--- src/rtl/vga_pkg.sv ---
// Default 800x600 timing shared by the sync generator and the pixel renderer,
// plus the output pipeline depth the renderer's BRAM + output register imply.
package vga_pkg;

  localparam int CNT_W       = 11;
  localparam int FRAME_CNT_W = 8;

  localparam int DEF_H_VIS  = 800;
  localparam int DEF_H_FP   = 56;
  localparam int DEF_H_SYNC = 120;
  localparam int DEF_H_BP   = 64;
  localparam int DEF_V_VIS  = 600;
  localparam int DEF_V_FP   = 37;
  localparam int DEF_V_SYNC = 6;
  localparam int DEF_V_BP   = 23;

  localparam int DEF_H_TOT = DEF_H_VIS + DEF_H_FP + DEF_H_SYNC + DEF_H_BP;
  localparam int DEF_V_TOT = DEF_V_VIS + DEF_V_FP + DEF_V_SYNC + DEF_V_BP;

  localparam int DEF_PIPE_DLY = 2;

  // Half-open window test lo <= cnt < hi on counter-width values.
  function automatic logic in_span(input logic [CNT_W-1:0] cnt,
                                   input logic [CNT_W-1:0] lo,
                                   input logic [CNT_W-1:0] hi);
    return (cnt >= lo) && (cnt < hi);
  endfunction

endpackage

--- src/rtl/sync_delay_line.sv ---
// Width x depth shift register with a per-bit reset value; depth 0 is a wire.
module sync_delay_line #(
  parameter int              WIDTH   = 1,
  parameter int              DEPTH   = 2,
  parameter logic [WIDTH-1:0] RST_VAL = '0
) (
  input  logic             i_clk,
  input  logic             i_rst_n,
  input  logic [WIDTH-1:0] i_d,
  output logic [WIDTH-1:0] o_q
);

  generate
    if (DEPTH == 0) begin : g_bypass
      logic w_unused;
      assign w_unused = i_clk ^ i_rst_n;
      assign o_q      = i_d;
    end else begin : g_pipe
      logic [WIDTH-1:0] r_stage [DEPTH];

      always_ff @(posedge i_clk or negedge i_rst_n) begin
        if (!i_rst_n) begin
          for (int i = 0; i < DEPTH; i++) r_stage[i] <= RST_VAL;
        end else begin
          r_stage[0] <= i_d;
          for (int i = 1; i < DEPTH; i++) r_stage[i] <= r_stage[i-1];
        end
      end

      assign o_q = r_stage[DEPTH-1];
    end
  endgenerate

endmodule

--- src/rtl/vga_sync_gen.sv ---
// Raster timing generator: undelayed enables/strobes for the renderer, and
// sync/blanking pins delayed to line up with the renderer's registered RGB.
module vga_sync_gen
  import vga_pkg::*;
#(
  parameter int   H_VIS    = DEF_H_VIS,
  parameter int   H_FP     = DEF_H_FP,
  parameter int   H_SYNC   = DEF_H_SYNC,
  parameter int   H_BP     = DEF_H_BP,
  parameter int   V_VIS    = DEF_V_VIS,
  parameter int   V_FP     = DEF_V_FP,
  parameter int   V_SYNC   = DEF_V_SYNC,
  parameter int   V_BP     = DEF_V_BP,
  parameter logic HS_POL   = 1'b1,
  parameter logic VS_POL   = 1'b1,
  parameter int   PIPE_DLY = DEF_PIPE_DLY
) (
  input  logic                   pclk,
  input  logic                   rstn,
  output logic                   hen,
  output logic                   ven,
  output logic                   hs,
  output logic                   vs,
  output logic                   de_out,
  output logic                   line_start,
  output logic                   frame_start,
  output logic                   vblank_start,
  output logic [FRAME_CNT_W-1:0] frame_cnt
);

  localparam int H_TOT = H_VIS + H_FP + H_SYNC + H_BP;
  localparam int V_TOT = V_VIS + V_FP + V_SYNC + V_BP;

  localparam logic [CNT_W-1:0] L_H_LAST = CNT_W'(H_TOT - 1);
  localparam logic [CNT_W-1:0] L_V_LAST = CNT_W'(V_TOT - 1);
  localparam logic [CNT_W-1:0] L_H_VIS  = CNT_W'(H_VIS);
  localparam logic [CNT_W-1:0] L_V_VIS  = CNT_W'(V_VIS);
  localparam logic [CNT_W-1:0] L_HS_BEG = CNT_W'(H_VIS + H_FP);
  localparam logic [CNT_W-1:0] L_HS_END = CNT_W'(H_VIS + H_FP + H_SYNC);
  localparam logic [CNT_W-1:0] L_VS_BEG = CNT_W'(V_VIS + V_FP);
  localparam logic [CNT_W-1:0] L_VS_END = CNT_W'(V_VIS + V_FP + V_SYNC);

  // r_run holds the counters for one cycle after reset so that the first
  // visible pixel lands on the second edge after release.
  logic                   r_run;
  logic [CNT_W-1:0]       r_hcnt;
  logic [CNT_W-1:0]       r_vcnt;

  logic                   r_hen;
  logic                   r_ven;
  logic                   r_hs_raw;
  logic                   r_vs_raw;
  logic                   r_line_start;
  logic                   r_frame_start;
  logic                   r_vblank_start;
  logic [FRAME_CNT_W-1:0] r_frame_cnt;

  logic                   w_h_last;
  logic                   w_v_last;
  logic                   w_hen;
  logic                   w_ven;
  logic                   w_hs_raw;
  logic                   w_vs_raw;
  logic                   w_line_start;
  logic                   w_frame_start;
  logic                   w_vblank_start;
  logic                   w_de_raw;
  logic [2:0]             w_dly_q;

  assign w_h_last = (r_hcnt == L_H_LAST);
  assign w_v_last = (r_vcnt == L_V_LAST);

  always_ff @(posedge pclk or negedge rstn) begin
    if (!rstn) begin
      r_run  <= 1'b0;
      r_hcnt <= '0;
      r_vcnt <= '0;
    end else begin
      r_run <= 1'b1;
      if (r_run) begin
        if (w_h_last) begin
          r_hcnt <= '0;
          r_vcnt <= w_v_last ? '0 : r_vcnt + 1'b1;
        end else begin
          r_hcnt <= r_hcnt + 1'b1;
        end
      end
    end
  end

  assign w_hen          = (r_hcnt < L_H_VIS);
  assign w_ven          = (r_vcnt < L_V_VIS);
  assign w_hs_raw       = in_span(r_hcnt, L_HS_BEG, L_HS_END) ? HS_POL : ~HS_POL;
  assign w_vs_raw       = in_span(r_vcnt, L_VS_BEG, L_VS_END) ? VS_POL : ~VS_POL;
  assign w_line_start   = (r_hcnt == '0) && w_ven;
  assign w_frame_start  = (r_hcnt == '0) && (r_vcnt == '0);
  assign w_vblank_start = (r_hcnt == '0) && (r_vcnt == L_V_VIS);

  always_ff @(posedge pclk or negedge rstn) begin
    if (!rstn) begin
      r_hen          <= 1'b0;
      r_ven          <= 1'b0;
      r_hs_raw       <= ~HS_POL;
      r_vs_raw       <= ~VS_POL;
      r_line_start   <= 1'b0;
      r_frame_start  <= 1'b0;
      r_vblank_start <= 1'b0;
      r_frame_cnt    <= '0;
    end else begin
      if (r_run) begin
        r_hen          <= w_hen;
        r_ven          <= w_ven;
        r_hs_raw       <= w_hs_raw;
        r_vs_raw       <= w_vs_raw;
        r_line_start   <= w_line_start;
        r_frame_start  <= w_frame_start;
        r_vblank_start <= w_vblank_start;
      end
      if (r_vblank_start) r_frame_cnt <= r_frame_cnt + 1'b1;
    end
  end

  assign w_de_raw = r_hen & r_ven;

  sync_delay_line #(
    .WIDTH   (3),
    .DEPTH   (PIPE_DLY),
    .RST_VAL ({~HS_POL, ~VS_POL, 1'b0})
  ) u_sync_dly (
    .i_clk   (pclk),
    .i_rst_n (rstn),
    .i_d     ({r_hs_raw, r_vs_raw, w_de_raw}),
    .o_q     (w_dly_q)
  );

  assign hs           = w_dly_q[2];
  assign vs           = w_dly_q[1];
  assign de_out       = w_dly_q[0];
  assign hen          = r_hen;
  assign ven          = r_ven;
  assign line_start   = r_line_start;
  assign frame_start  = r_frame_start;
  assign vblank_start = r_vblank_start;
  assign frame_cnt    = r_frame_cnt;

endmodule

--- config.mk ---
export PLATFORM = sky130hd
export DESIGN_NAME = vga_sync_gen
export DESIGN_NICKNAME = d
export VERILOG_FILES = /design/src/rtl/vga_pkg.sv /design/src/rtl/sync_delay_line.sv /design/src/rtl/vga_sync_gen.sv
export SDC_FILE = /design/constraint.sdc
export NUM_CORES = 1
export LEC_CHECK = 0
export CAP_MARGIN = 20
export CORE_UTILIZATION = 57
export DETAILED_ROUTE_END_ITERATION = 10
export PLACE_DENSITY = 0.8
export SYNTH_ARGS = -nofsm -noshare
export SYNTH_HDL_FRONTEND = slang
export SYNTH_HIERARCHICAL = 1
export SYNTH_SLANG_ARGS = --single-unit
--- constraint.sdc ---
create_clock -name pclk -period 2.1 [get_ports pclk]
set_input_delay 0.63 -clock pclk [delete_from_list [all_inputs] [get_ports pclk]]
set_output_delay 0.63 -clock pclk [all_outputs]
set_load 0.01 [all_outputs]
## Word-level counts from Yosys, hierarchy flattened

Cells that the tools add are included.

| word-level totals | value |
|---|---|
| flip-flop bits (word level) | 44 |
| bits in latches | 0 |
| bits in writable memories | 0 |
| bits in read-only memories | 0 |
| output and inout bits | 16 |
| logic and storage cells | 38 |
| memories | 0 |

| operators by class | value |
|---|---|
| add/sub/neg operators | 3 |
| multiply operators | 0 |
| div/mod/pow operators | 0 |
| $lt $le $gt $ge | 6 |
| equal/unequal tests | 3 |
| shifts and indexed selects | 0 |
| muxes and demuxes | 4 |
| bitwise gates (word level) | 1 |
| reductions and logical operators | 8 |

Operators with widths:

| kind | number |
|---|---|
| 11-bit by 10-bit less-than comparator with 1-bit output, second input constant | 4 |
| 11-bit by 1-bit adder with 11-bit output, second input constant | 2 |
| 11-bit by 10-bit equality test with 1-bit output, second input constant | 2 |
| 11-bit by 10-bit >= comparator with 1-bit output, second input constant | 2 |
| 11-bit zero test | 2 |
| 11-bit two-way mux | 2 |
| 11-bit equality test, second input constant | 1 |
| 8-bit by 1-bit adder with 8-bit output, second input constant | 1 |
| 1-bit logical AND | 5 |
| 1-bit two-way mux | 2 |
| 2-bit AND reduction | 1 |
| 1-bit AND | 1 |

## Depth between registers and ports, before layout

| logic depth | value |
|---|---|
| depth after elaboration | 3 |
| mapped depth | 6 |
| mapped depth without buffers | 6 |

## By module

The synthesis kept the hierarchy.

Modules (own cells, without submodules):

| module | times used | cells an instance | area each (um2) | seq. area each (um2) |
|---|---|---|---|---|
| vga_sync_gen | 1 | 188 | 1936.9 | 950.9 |
| sync_delay_line | 1 | 9 | 172.7 | 150.1 |

## Worst setup path after synthesis

Ideal clock, no wire load.

| timing path | value |
|---|---|
| path kind | reg-to-reg |
| start | reg r_vcnt[1] |
| end | reg r_vcnt[3] |
| data arrival time | 1.687 ns |
| required time | 1.971 ns |
| slack | 0.284 ns |
| stages on the path, launching flop included | 7 |
| buffers on the path | 0 |
| clock period less this slack | 1.816 ns |
| cells stage by stage | dfrtp_1 > inv_1 > ha_1 > or3b_1 > or4_4 > o22ai_1 > a21oi_1 |

| on the way | value |
|---|---|
| word-level cells in the longest chain between the ends | 2 |
| elaborated cells between the ends (all ways) | 3 |

Ends and longest elaborated chain:

| element | line | source |
|---|---|---|
| from (decl) | vga_sync_gen.sv:47 | `logic [CNT_W-1:0] r_vcnt;` |
| from (signal assigned) | vga_sync_gen.sv:83 | `r_vcnt <= w_v_last ? '0 : r_vcnt + 1'b1;` |
| 11-bit by 1-bit adder with 11-bit output / 11-bit by 10-bit equality test with 1-bit output (equally long branches) | vga_sync_gen.sv:83, vga_sync_gen.sv:71 |  |
| 11-bit two-way mux (*) | vga_sync_gen.sv:83 |  |

Every way passes the cells marked *; elsewhere a longest branch is shown, timed or not.
A chain may end at the register's enable or synchronous reset.

## Worst setup path after layout

| timing path | value |
|---|---|
| start | reg r_vblank_start, in the netlist vblank_start |
| end | out vblank_start |

RTL lines:

| element | line | source |
|---|---|---|
| from (decl) | vga_sync_gen.sv:55 | `logic r_vblank_start;` |
| from (signal assigned) | vga_sync_gen.sv:117 | `r_vblank_start <= w_vblank_start;` |
| to (decl) | vga_sync_gen.sv:27 | `output logic vblank_start,` |

No word-level cell between the ends.

==> metrics.md <==
| Metric | Value |
|---|---|
| Outcome | finished, final reports clean |
| Antenna viol nets, final | 0 |
| Cell Pwr Density | 760.7 nW/um^2 |
| Post-Syn Area per Cell | around 11 um^2 |
| GRT Residual Overflow | 0 |
| Final setup skew | 0.004967 ns |
| Synth cell types | 45 |
| Predominant post-synthesis flop cell | dfrtp_1 |
| Final Wtd Congestion | 0.9365 |
| Number of global-route vias before repair | around 1500 |
| Clock buffer depth | 2 |
| Top post-synthesis cells by area | dfrtp_1 52%, xor2_1 4.6%, ha_1 3.6% |
| First-pass GRT wire length | 6913 um |
| Vias per cell | 5.731 |
| Dpl cell area | roughly 2300 um^2 |
| Num CTS Buffers | 5 |
| Overall routed net length | 3790 um |
| Initial Utilization | 0.6129 |
| Overall Global Routing Usage | 0.2304 |
| Share of the synthesized area in the top cell type | 0.5219 |
| Vias | 1513 |
| Final Instance Area | 2436 um^2 |
| Routed length per placed instance | 14.36 um |
| CTS tree | yes |
| Final net count | 225 |
| Die X | ~63 um |
| Crit Path Class | reg2out |
| Detailed Route Iter0 Violations | 96 |
| Antenna violations before repair | 0 |
| Port Buffer Count | 17 |
| Area growth syn-to-layout | 15.48% |
| H-tree lvl count | 2 |
| Synthesis-stage register bit count | 44 |
| Top Family by Delay on Critical Path | buffers and inverters |
| Worst Path Max Fanout | 8 |
| Setup violations, final | 0 |
| Worst r2r src | r_vcnt[1] |
| Crit path DAT | between 1 and 1.5 ns |
| R2r endpoint | r_vcnt[7] |
| Slew Limit Fails | 0 |
| Die Y | 62.84 um |
| Drt first pass iters | 4 |
| DRC | 0 |
| Leak | 0.001113 uW |
| Final hold violation count | 0 |
| Mapped Cells | 197 |
| Cell chosen for the clock root | clkbuf_8 |
| Warnings from Yosys | 6 |
| Flop2flop setup slack | 0.10 ns |
| Clock Sinks | 44 |
| Worst Hold Class | in2async |
| Share of layout cells above drive strength 1 | 0.09174 |
| Reg2reg path depth | 6 |
| Core box area | 3442 um^2 |
| Slowest stage cell, crit path | clkdlybuf4s50_1 |
| Number of diodes | 0 |
| Top cells by count, synth | 44 x dfrtp_1, 15 x nand2_1, 12 x inv_1, 11 x xor2_1, 9 x o21ai_0 |
| CP bufs+invs | 1 |
| Slowest stage delay, CP | approximately 0.6 ns |
| Portion of the post-synthesis area used by sequential elements | 0.5219 |
| Row count | 21 |
| Worst vdd ir | about 410 uV |
| Final core utilization | 0.7077 |
| F_max | around 500 MHz |
| RSZ-0062 raised after global routing | no |
| # IOs | 18 |
| Mapped Area | around 2100 um^2 |
| Setup bufs post-CTS | 0 |
| Fill cells | 235 |
| Count leader, synth | dfrtp_1 |
| Clk_lat worst skew | 0.30 ns |
| Largest net degree at the start of global routing | 26 |
| Asr flop ratio synth | 1.000 |
| Post-DP HPWL | 2777 um |
| Final min period | between 2 and 2.5 ns |
| Hold-fix buffer count after cts | 0 |
| Critical path, cell by cell | clkdlybuf4s50_1 |
| Total Power | ~1900 uW |
| Tcrit/Tclk final | 0.9619 |
| Crit. End Element | primary output |
| Required time worst endpoint | 1.47 ns |
| Cell depth of the worst setup path | 1 |
| Die area | 3948 um^2 |
| Post-route setup TNS | 0 ns |
| Syn Nets | 205 |
| Startpoint types | flop |
| Synth area leader | dfrtp_1 |
| Post-synth EDFFs | 0 |
| Clock transition at the registers of the reported paths | about 0.08 ns |
| Max_cap viols | 0 |
worst reg2reg max path, delay by kind of cell (launching register included):
family / cells / cell delay (ns)
and+or+nand+nor: 4 / 1.16
DFF: 1 / 0.45
adders and majority gates: 1 / 0.17
buffers and inverters: 1 / 0.10
how the worst max path moves through the flow:
stage                 start      endpoint  slack [ns]
5_1_grt        vblank_start  vblank_start       0.005
3_3_place_gp      r_vcnt[1]     r_vcnt[4]        0.24
6_report       vblank_start  vblank_start        0.08
3_5_place_dp      r_vcnt[1]     r_vcnt[7]        0.14
4_1_cts        vblank_start  vblank_start        0.07
2_1_floorplan     r_vcnt[1]     r_vcnt[3]        0.28
per-stage QoR:
step                hold slack (ns)  setup slack [ns]  std cells
floorplan                    0.3312            0.2843        197
global placement             0.3334            0.2438        256
detailed placement           0.3389            0.1392        256
CTS                          0.2841           0.06894        264
global route                 0.3032          0.004812        264
finish                       0.2732           0.07997        264
power by group:
group | internal [uW] | switching (uW) | total (uW)
clock network | 353 | 281 | 634
logic | 106 | 111 | 217
registers | 907 | 95.0 | 1000
placed cells by master, fill, tap and decap left out, drive strengths merged, types with 2 or more instances in the layout:
cell type,Yosys,routed
nand3,8,8
nor3,8,8
mux2,2,2
buf,6,5
nor4b,2,2
nand2,15,15
inv,12,12
o21ai,9,9
nand3b,2,2
and3,6,6
clkdlybuf4s50,0,16
ha,6,6
nor2b,2,2
and4,4,4
nand4,6,6
a21oi,5,5
or4,2,2
xnor2,7,7
o22ai,5,5
o31ai,3,3
and2,4,4
clkbuf,2,6
xor2,11,11
nand2b,2,2
mux2i,2,2
nor2,7,7
o211ai,2,2
dfrtp,44,44
logic make-up after synthesis:
group,synth area share
xor gates and xnor gates,0.07473
DFF,0.5219
other,0.001778
muxes,0.02017
buffers and inverters,0.04567
and+or+nand+nor,0.2088
adders and majority gates,0.03559
AOI/OAI and AO/OA,0.09134
area by class of cell:
type	instances	area [um^2]	area share
flip-flops and latches	44	1101	0.4520
multi-input cells	133	917.1	0.3765
repair buffers	21	207.7	0.08526
clock buffers	6	72.57	0.02979
well taps	46	57.56	0.02363
inverters	12	45.04	0.01849
clock inverters	2	35.03	0.01438
state kept, by name, summed over array words and instances, names as in the netlist:
| name | count |
|---|---|
| r_run | 1 |
| u_sync_dly/g_pipe.r_stage | 3 |
| vblank_start | 1 |
| frame_cnt | 8 |
| hen | 1 |
| r_vcnt | 11 |
| r_hs_raw | 1 |
| r_vs_raw | 1 |
| r_hcnt | 11 |
| u_sync_dly/o_q | 3 |
| ven | 1 |
| line_start | 1 |
| frame_start | 1 |
repair_timing:
action / CTS / global route
gates resized for setup: 0 / 1
endpoints found under the setup margin: 0 / 1
hold endpoints to repair: 0 / 0
layer usage:
| metal | share of wire | track usage |
|---|---|---|
| met4 | 0.016 | 0.1192 |
| met3 | 0.043 | 0.04745 |
| met5 | 0 | 0 |
| met1 | 0.47 | 0.3063 |
| met2 | 0.47 | 0.3560 |
Note: power is estimated with default switching activity, not from simulation.
